[src/rtl/apb_fpu_sequencer.sv]
`default_nettype none
// ============================================================================
//  Module   : apb_fpu_sequencer
//  Purpose  : APB slave that holds the operands and control of a floating-point
//             add/sub unit. It launches one operation at a time, waits for
//             completion with a timeout, and returns the result and status
//             over APB. APB transfers advance only on apb_edge strobes, and
//             everything runs in the system_clk domain.
//  Ports    : system_clk, nrst (async, active-low)
//             apb_edge, psel, penable, pwrite, paddr, pwdata -> APB request
//             prdata, pready, pslverr                       -> APB response (registered)
//             fpu_start, fpu_sub, fpu_a, fpu_b              -> add/sub unit command
//             fpu_result, fpu_done, fpu_ovf                 <- add/sub unit completion
//  Revision : 1.0 - initial release
// ============================================================================
module apb_fpu_sequencer #(
   parameter int DATA_W         = 32,
   parameter int ADDR_W         = 5,
   parameter int TIMEOUT_CYCLES = 64
) (
   input  logic              system_clk,
   input  logic              nrst,
   input  logic              apb_edge,
   input  logic              psel,
   input  logic              penable,
   input  logic              pwrite,
   input  logic [ADDR_W-1:0] paddr,
   input  logic [DATA_W-1:0] pwdata,
   output logic [DATA_W-1:0] prdata,
   output logic              pready,
   output logic              pslverr,
   output logic              fpu_start,
   output logic              fpu_sub,
   output logic [DATA_W-1:0] fpu_a,
   output logic [DATA_W-1:0] fpu_b,
   input  logic [DATA_W-1:0] fpu_result,
   input  logic              fpu_done,
   input  logic              fpu_ovf
);

   localparam int CNT_W = (TIMEOUT_CYCLES > 1) ? $clog2(TIMEOUT_CYCLES) : 1;

   localparam logic [ADDR_W-1:0] c_ADDR_OPA    = ADDR_W'(8'h00);
   localparam logic [ADDR_W-1:0] c_ADDR_OPB    = ADDR_W'(8'h04);
   localparam logic [ADDR_W-1:0] c_ADDR_CTRL   = ADDR_W'(8'h08);
   localparam logic [ADDR_W-1:0] c_ADDR_STATUS = ADDR_W'(8'h0C);
   localparam logic [ADDR_W-1:0] c_ADDR_RESULT = ADDR_W'(8'h10);

   typedef enum logic [1:0] {
      S_IDLE  = 2'd0,
      S_START = 2'd1,
      S_WAIT  = 2'd2,
      S_DONE  = 2'd3
   } state_t;

   state_t            r_state;
   logic [CNT_W-1:0]  r_cnt;
   logic [DATA_W-1:0] r_opa;
   logic [DATA_W-1:0] r_opb;
   logic [DATA_W-1:0] r_result;
   logic [DATA_W-1:0] r_prdata;
   logic              r_pready;
   logic              r_pslverr;
   logic              r_start;
   logic              r_sub;
   logic              r_busy;
   logic              r_done;
   logic              r_ovf;
   logic              r_err;
   logic              r_stall;    // a RESULT read is parked until busy falls

   logic              w_setup;
   logic              w_access;
   logic              w_hit_opa;
   logic              w_hit_opb;
   logic              w_hit_ctrl;
   logic              w_hit_status;
   logic              w_hit_result;
   logic              w_mapped;
   logic              w_hit_rw;
   logic              w_wr_ok;
   logic              w_start_acc;
   logic              w_timeout;
   logic              w_finish;
   logic [DATA_W-1:0] w_fin_result;
   logic [DATA_W-1:0] w_rdata;

   assign w_setup      = apb_edge & psel & ~penable;
   assign w_access     = apb_edge & psel & penable & r_pready;

   assign w_hit_opa    = (paddr == c_ADDR_OPA);
   assign w_hit_opb    = (paddr == c_ADDR_OPB);
   assign w_hit_ctrl   = (paddr == c_ADDR_CTRL);
   assign w_hit_status = (paddr == c_ADDR_STATUS);
   assign w_hit_result = (paddr == c_ADDR_RESULT);
   assign w_mapped     = w_hit_opa | w_hit_opb | w_hit_ctrl | w_hit_status | w_hit_result;
   assign w_hit_rw     = w_hit_opa | w_hit_opb | w_hit_ctrl;

   // A write flagged as an error in the setup phase never touches a register.
   assign w_wr_ok      = w_access & pwrite & ~r_pslverr & ~r_busy;
   assign w_start_acc  = w_wr_ok & w_hit_ctrl & pwdata[0];

   // A real completion beats a timeout that lands in the same cycle.
   assign w_timeout    = (r_cnt == CNT_W'(TIMEOUT_CYCLES - 1));
   assign w_finish     = (r_state == S_WAIT) & (fpu_done | w_timeout);
   assign w_fin_result = fpu_done ? fpu_result : '0;

   always_comb begin
      w_rdata = '0;
      if (w_hit_opa)         w_rdata = r_opa;
      else if (w_hit_opb)    w_rdata = r_opb;
      else if (w_hit_ctrl)   w_rdata = {{(DATA_W-2){1'b0}}, r_sub, 1'b0};
      else if (w_hit_status) w_rdata = {{(DATA_W-4){1'b0}}, r_err, r_ovf, r_done, r_busy};
      else if (w_hit_result) w_rdata = r_result;
   end

   // APB handling comes first and the sequencer second, so that a completion
   // flag set in the same cycle as a STATUS-read clear takes priority.
   always_ff @(posedge system_clk or negedge nrst) begin
      if (!nrst) begin
         r_state   <= S_IDLE;
         r_cnt     <= '0;
         r_opa     <= '0;
         r_opb     <= '0;
         r_result  <= '0;
         r_prdata  <= '0;
         r_pready  <= 1'b1;
         r_pslverr <= 1'b0;
         r_start   <= 1'b0;
         r_sub     <= 1'b0;
         r_busy    <= 1'b0;
         r_done    <= 1'b0;
         r_ovf     <= 1'b0;
         r_err     <= 1'b0;
         r_stall   <= 1'b0;
      end else begin
         r_start <= 1'b0;

         if (w_setup) begin
            if (!pwrite) begin
               r_prdata <= w_rdata;
            end
            r_pready  <= ~(~pwrite & w_hit_result & r_busy);
            r_stall   <= ~pwrite & w_hit_result & r_busy;
            r_pslverr <= ~w_mapped | (pwrite & w_hit_rw & r_busy);
         end

         if (w_access) begin
            r_pslverr <= 1'b0;
            if (w_wr_ok && w_hit_opa) begin
               r_opa <= pwdata;
            end
            if (w_wr_ok && w_hit_opb) begin
               r_opb <= pwdata;
            end
            if (!pwrite && w_hit_status) begin
               r_done <= 1'b0;
               r_ovf  <= 1'b0;
               r_err  <= 1'b0;
            end
         end

         case (r_state)
            S_IDLE, S_DONE: begin
               if (w_start_acc) begin
                  r_state <= S_START;
                  r_start <= 1'b1;
                  r_busy  <= 1'b1;
                  r_sub   <= pwdata[1];
                  r_done  <= 1'b0;
                  r_ovf   <= 1'b0;
                  r_err   <= 1'b0;
               end else begin
                  r_state <= S_IDLE;
               end
            end
            S_START: begin
               r_state <= S_WAIT;
               r_cnt   <= '0;
            end
            S_WAIT: begin
               r_cnt <= r_cnt + 1'b1;
               if (w_finish) begin
                  r_state  <= S_DONE;
                  r_busy   <= 1'b0;
                  r_done   <= 1'b1;
                  r_result <= w_fin_result;
                  if (fpu_done) begin
                     r_ovf <= fpu_ovf;
                  end else begin
                     r_err <= 1'b1;
                  end
                  // Release a parked RESULT read with the fresh value.
                  if (r_stall) begin
                     r_prdata <= w_fin_result;
                     r_pready <= 1'b1;
                     r_stall  <= 1'b0;
                  end
               end
            end
            default: r_state <= S_IDLE;
         endcase
      end
   end

   assign prdata    = r_prdata;
   assign pready    = r_pready;
   assign pslverr   = r_pslverr;
   assign fpu_start = r_start;
   assign fpu_sub   = r_sub;
   assign fpu_a     = r_opa;
   assign fpu_b     = r_opb;

endmodule
`default_nettype wire

[config.mk]
export PLATFORM = sky130hd
export DESIGN_NAME = apb_fpu_sequencer
export DESIGN_NICKNAME = d
export VERILOG_FILES = /design/src/rtl/apb_fpu_sequencer.sv
export SDC_FILE = /design/constraint.sdc
export NUM_CORES = 1
export LEC_CHECK = 0
export CAP_MARGIN = 20
export CORE_ASPECT_RATIO = 1.2
export CORE_MARGIN = 8
export CORE_UTILIZATION = 46
export CTS_CLUSTER_DIAMETER = 120
export CTS_CLUSTER_SIZE = 40
export DETAILED_ROUTE_END_ITERATION = 8
export PLACE_DENSITY = 0.75
export SLEW_MARGIN = 20
export SYNTH_ARGS = -nofsm -noshare
export SYNTH_HDL_FRONTEND = slang
export SYNTH_SLANG_ARGS = --single-unit
[constraint.sdc]
create_clock -name system_clk -period 2.19 [get_ports system_clk]
set_clock_uncertainty 0.1 [all_clocks]
set_input_delay 0.219 -clock system_clk [delete_from_list [all_inputs] [get_ports system_clk]]
set_output_delay 0.219 -clock system_clk [all_outputs]
set_load 0.02 [all_outputs]
==> key figures, run 1 <==
Outcome
  – Status: completed

Layout
  – Design area: 0.00947 mm2
  – Multi-input gate area: 0.00286 mm2
  – P&R area growth vs syn: 40.7%
  – Most common cell after layout, fill and taps aside: clkdlybuf4s50_1
  – Commonest cells after routing, fill and taps aside: clkdlybuf4s50_1, dfrtp_1, a21oi_1, mux2_2, buf_4
  – Antenna Cells: 0
  – Filler instances: 1080
  – Final std cells w/o fill: 958
  – Nets: 852
  – Register Area: 0.00363 mm2
  – Layout cell share with drive strength beyond 1: 0.189

Timing
  – RSZ-0062 raised after global routing: no
  – Fin crit period: 2.05 ns
  – Pins over their slew limit: 0
  – Hold Slack: 0.159 ns
  – Setup violators final: 0
  – Fmax: 0.488 GHz
  – Worst-margin pin slew: 0.536 ns
  – Final Hold Fails: 0
  – Slew HR: 0.633
  – Final Cycle Share: 0.935
  – Setup TNS: 0 ns

Yosys
  – Post-synth top flop: dfrtp_1
  – Syn Std Cell Area: 0.00673 mm2
  – Yosys warning count: 0
  – Asr flop ratio synth: 1.00
  – Mean Syn Cell Area: 11.5 um2
  – Seq/Total Area, Yosys: 0.539
  – Yosys reg bits: 145
  – Syn Nets: 664
  – Cell count after synthesis: 584
  – Synth cell types: 51
  – Number of synthesized flops with an enable pin: 0

Clocking
  – Root Buffer Master: clkbuf_16
  – CTS tree: yes
  – Worst-skew pair later-pin latency: 0.41 ns
  – Clk slew on worst S/H paths: 0.06 ns
  – Post-CTS setup buffers: 0
  – Inserted Clock Buffers: 17
  – Clk sink count: 145
  – CTS Buffer Depth: 2
  – H-tree depth: 4

Floorplan
  – DIE AREA: 0.0188 mm2
  – Io pins: 177
  – Row count: 48
  – Die W: 126 um
  – Total core area: 0.0144 mm2
  – DIE HEIGHT: 149 um
  – Starting Density: 0.469

Global route
  – First-pass GRT wire length: 33900 um
  – GRT busiest layer: met2
  – Largest net degree at the start of global routing: 66
  – GRT met1 Usage: 0.273
  – Gr ovfl total: 0
  – Met3 Use GR: 0.0530
  – Initial antenna violation count: 0
  – Vias in the first global route: 6357
  – GR Util All Layers: 0.226
  – Global Route met2 Usage: 0.380

Run
  – Max cap viols: 0

Route
  – Post-DR wirelength/cell: 22.0 um
  – Via count: 5880
  – DRC Markers: 0
  – DR pass1 iterations: 5
  – Initial DRC Count: 494
  – Routed WL: 21100 um
  – Vias per inst: 6.14
  – Detail Route Antenna Nets: 0

Worst hold path
  – Tightest Hold Check Type: primary input to flop
  – Worst Hold Launch: fpu_done
  – WHS Endpoint: r_state[0]$_DFFE_PN0P_
  – Hold path cells: 3

Power
  – Tot Pwr: 8.21 mW
  – Leakage: 4.16 nW
  – VDD IR max: 0.000454 V
  – Pwr Density: 867 mW/mm2

Place
  – Gpl congestion: 0.865
  – Area post-placement: 0.00882 mm2
  – I/O Buffers: 176
  – Cell total after placement: 927
  – DPL Wire Length: 15000 um

Worst setup path
  – Reg-to-Reg End: prdata[12]$_DFF_PN0_
  – Critical Path RT: 2.37 ns
  – Worst Setup End Kind: flop
  – Crit Path Max Fanout: 9
  – WP data arrival: 2.22 ns
  – R2r setup slk: 0.14 ns
  – Critical Path Source Type: flop
  – R2R depth: 7
  – Worst setup path class: flop to flop
  – Reg-to-reg critical path startpoint: r_cnt[0]$_DFFE_PN0P_
## cells in the mapped netlist (7+ instances only)
cell,instances,area (um2)
clkbuf_1,29,109
buf_2,14,70.1
nand2b_1,29,181
mux2_2,59,664
o21ai_0,12,60.1
dfrtp_1,144,3600
a22o_1,28,245
o211ai_1,28,210
a32o_1,32,320
nand2_1,18,67.6
a21oi_1,95,475
nor2_1,13,48.8
nand3_1,7,35.0
## area by class of cell
type,instances,share of cell area
flip-flops and latches,145,0.383
clock inverters,8,0.0160
clock buffers,22,0.0511
multi-input cells,383,0.302
repair buffers,219,0.222
well taps,175,0.0231
inverters,6,0.00238
## repair_timing
action	in CTS	in global routing
endpoints found under the hold margin	49	0
hold buffers	1	0
gates resized for setup	0	0
setup endpoints to repair	0	0
## where the power goes
| part | leakage (nW) | internal, mW | switching (mW) | total (mW) |
|---|---|---|---|---|
| clock | 0.313 | 2.02 | 1.07 | 3.09 |
| sequential | 1.95 | 3.09 | 0.248 | 3.34 |
| combinational | 1.89 | 0.865 | 0.917 | 1.78 |
| total | 4.16 | 5.97 | 2.24 | 8.21 |
## critical path: stages (launching register included)
cell and delay [ns]:
dfrtp_1 0.41, ha_1 0.24, and3_1 0.20, a31o_2 0.27, and2_1 0.22, buf_4 0.20, a21oi_1 0.16, a21oi_1 0.11
## worst max path at each step
stage                            endpoint  slack (ns)            startpoint
floorplan           fpu_b[12]$_DFFE_PN0P_        0.22      pready$_DFF_PN1_
global placement    fpu_b[13]$_DFFE_PN0P_       0.005               penable
detailed placement  fpu_a[25]$_DFFE_PN0P_       -0.03               penable
CTS                  prdata[12]$_DFF_PN0_        0.14  r_cnt[0]$_DFFE_PN0P_
global route        fpu_b[11]$_DFFE_PN0P_        0.04      pready$_DFF_PN1_
finish               prdata[12]$_DFF_PN0_        0.14  r_cnt[0]$_DFFE_PN0P_
## metrics by stage
step	setup slack [ns]	util
after floorplan	0.221	-
after global placement	0.00494	0.615
after detailed placement	-0.0285	0.615
after CTS	0.142	0.660
after global routing	0.0366	0.660
final	0.142	0.660
## kinds of logic (layout without fill, tap and decap cells)
logic type / Yosys count / in the layout / share of synthesized area
adders and majority gates: 3 / 3 / 0.00558
muxes: 69 / 69 / 0.115
buffers and inverters: 56 / 255 / 0.0405
and+or+nand+nor: 99 / 99 / 0.0844
AOI/OAI and AO/OA: 212 / 212 / 0.215
DFF: 145 / 145 / 0.539
## flip-flops by register name, summed over array words and instances, names as in the netlist
| signal | count |
|---|---|
| fpu_a | 32 |
| fpu_b | 32 |
| fpu_start | 1 |
| fpu_sub | 1 |
| prdata | 32 |
| pready | 1 |
| pslverr | 1 |
| r_busy | 1 |
| r_cnt | 6 |
| r_done | 1 |
| r_err | 1 |
| r_ovf | 1 |
| r_result | 32 |
| r_stall | 1 |
| r_state | 2 |
## routing by layer
| metal | wire length [um] | vias to the layer above | share of wire |
|---|---|---|---|
| met3 | 1550 | 42 | 0.073 |
| met1 | 8490 | 2953 | 0.40 |
| met4 | 532 | 0 | 0.025 |
| met2 | 10500 | 314 | 0.50 |
| met5 | 0 | - | 0 |
| li1 | - | 2571 | - |
Note: power is estimated with default switching activity, not from simulation.
==> inputs of run 2 (changes only) <==
HOLD_SLACK_MARGIN = 0.03   (was unset)
clock period = 2.1 ns   (was 2.19 ns; I/O delays follow)
==> key figures, run 2 (synthesis results as in run 1) <==
Route
  – Initial DRC Count: 499 (+1.0%)
  – Top layer in use: met4
  – DR pass1 iterations: 6 (+1)
  – Routed WL: 22000 um (+4.5%)
  – Vias per inst: 6.15 (+0.16%)
  – Met2 routed WL: 11100 um (+5.5%)
  – DRC Markers: 0 (unchanged)
  – Metal1 wirelength: 8850 um (+4.3%)
  – Post-DR wirelength/cell: 22.7 um (+3.2%)
  – Via count: 5963 (+1.4%)
  – Detail Route Antenna Nets: 0 (unchanged)
  – Met3 wire length: 1560 um (+0.71%)

Worst setup path
  – Critical Path Source Type: flop
  – Critical Path RT: 2.28 ns (-0.09 ns)
  – Crit Path Max Fanout: 15 (+6)
  – Max stage delay on crit path: 0.54 ns (+0.13 ns)
  – WP data arrival: 2.22 ns (about the same)
  – Worst Setup End Kind: flop
  – Worst setup path class: flop to flop
  – CP max-delay cell: dfstp_2
  – Worst-path cell chain: nand4_1 -> nor4b_4 -> buf_4 -> nand2_4 -> buf_12 -> mux2_1

Floorplan
  – DIE AREA: 0.0188 mm2 (unchanged)
  – Starting Density: 0.469 (unchanged)
  – DIE HEIGHT: 149 um (unchanged)
  – Row count: 48 (unchanged)
  – Total core area: 0.0144 mm2 (unchanged)
  – Io pins: 177 (unchanged)
  – Die W: 126 um (unchanged)

Timing
  – Fin crit period: 2.04 ns (-0.00917 ns)
  – Final Cycle Share: 0.971 (+0.0357)
  – Slew HR: 0.636 (+0.00319)
  – Fmax: 0.491 GHz (+0.45%)
  – Pins over their slew limit: 0 (unchanged)
  – Final Hold Fails: 0 (unchanged)
  – PnR worst setup slack: 0.0616 ns (-0.0808 ns)
  – Setup violators final: 0 (unchanged)
  – Worst-margin pin slew: 0.532 ns (-0.00467 ns)

Clocking
  – H-tree depth: 4 (unchanged)
  – Root Buffer Master: clkbuf_16
  – CTS tree: yes
  – Clk slew on worst S/H paths: 0.06 ns (about the same)
  – Inserted Clock Buffers: 17 (unchanged)
  – Clk sink count: 145 (unchanged)
  – Worst-skew pair later-pin latency: 0.42 ns (about the same)
  – CTS Buffer Depth: 2 (unchanged)

Power
  – Clock power frac: 0.374 (-0.003)
  – Tot Pwr: 8.53 mW (+3.9%)
  – Pwr Density: 882 mW/mm2 (+1.8%)
  – Combinational Power Share: 0.219 (+0.002)
  – Sequential share of power: 0.407 (about the same)
  – Switching power: 2.38 mW (+6.4%)
  – Sw Share: 0.279 (+0.00653)
  – VDD IR max: 0.000600 V (+32%)
  – Internal: 6.15 mW (+3.0%)
  – Leakage: 4.29 nW (+3.2%)

Outcome
  – Status: completed

Place
  – Dpl ws: -0.129 ns (-0.101 ns)
  – Gpl congestion: 0.854 (-1.3%)
  – Cell total after placement: 931 (+0.43%)
  – I/O Buffers: 176 (unchanged)
  – DPL Wire Length: 15200 um (+1.7%)

Global route
  – First-pass GRT wire length: 34100 um (+0.67%)
  – Largest net degree at the start of global routing: 48 (-27%)
  – Gr ovfl total: 0 (unchanged)
  – Vias in the first global route: 6400 (+0.68%)
  – Initial antenna violation count: 0 (unchanged)
  – GR Util All Layers: 0.227 (+0.000427)

Layout
  – P&R area growth vs syn: 43.7%
  – Antenna Cells: 0 (unchanged)
  – Layout cell share with drive strength beyond 1: 0.201 (+0.0122)
  – Final std cells w/o fill: 970 (+1.3%)
  – Nets: 862 (+1.2%)
  – Most common cell after layout, fill and taps aside: clkdlybuf4s50_1
  – Commonest cells after routing, fill and taps aside: clkdlybuf4s50_1, dfrtp_1, a21oi_1, mux2_2, buf_4

Worst hold path
  – Tightest Hold Check Type: primary input to flop

Run
  – Max cap viols: 0 (unchanged)
[run 2: path summary, 6_finish.rpt]
check | start | to | slack (ns) | depth (start not counted)
worst max-delay path | pready$_DFF_PN1_ | fpu_a[2]$_DFFE_PN0P_ | 0.06 | 6
worst min-delay path | fpu_done | r_state[0]$_DFFE_PN0P_ | 0.15 | 3
worst max register to register | pready$_DFF_PN1_ | fpu_a[2]$_DFFE_PN0P_ | 0.06 | 6
worst min register to register | r_result[5]$_DFFE_PN0P_ | r_result[5]$_DFFE_PN0P_ | 0.38 | 1
max in group asynchronous | nrst | r_cnt[4]$_DFFE_PN0P_ | 1.10 | 3
min in group asynchronous | nrst | fpu_a[25]$_DFFE_PN0P_ | 0.16 | 2
[run 2: per-stage QoR]
stage	cell area (um2)	util	TNS, ns	hold slack, ns
floorplan	6730	-	0	-0.186
global placement	8860	0.618	-2.99	0.0257
detailed placement	8860	0.618	-5.14	0.0331
CTS	9500	0.662	-0.0312	0.135
global route	9670	0.674	-0.111	0.166
finish	9670	0.674	0	0.153
[run 2: power by group through the flow]
stage               Combinational [mW]  Sequential, mW  Clock, mW
floorplan                         1.02            3.53          0
global placement                  1.76            3.48          0
detailed placement                1.83            3.50          0
CTS                               1.85            3.46       3.23
global route                      2.01            3.51       3.33
finish                            1.86            3.47       3.19
[run 2: layout make-up]
type / count / area, um2
Clock buffer: 20 / 447
Fill cell: 1046 / 4690
Multi-Input combinational cell: 383 / 2870
Inverter: 6 / 22.5
Sequential cell: 145 / 3630
Timing Repair Buffer: 229 / 2300
Clock inverter: 12 / 181
Tap cell: 175 / 219
[run 2: what timing repair did]
item | 4_1_cts | 5_1_grt
setup buffers | 0 | 3
gates cloned | 0 | 3
gates resized for setup | 0 | 16
hold buffers | 1 | 0
endpoints found under the hold margin | 144 | 0
endpoints found under the setup margin | 3 | 60
pin swaps | 0 | 3
[run 2: per-layer routing]
metal  GRT usage  vias up
li1            -     2608
met1       0.270     2983
met2       0.390      327
met3      0.0487       45
met4      0.0904        0
met5           0        -
[run 2: worst max-delay path: cells and delay by family (launching register included)]
| family | cells | cell delay, ns |
|---|---|---|
| mux | 1 | 0.31 |
| buf+inv | 2 | 0.36 |
| flops | 1 | 0.54 |
| simple gates | 3 | 0.57 |
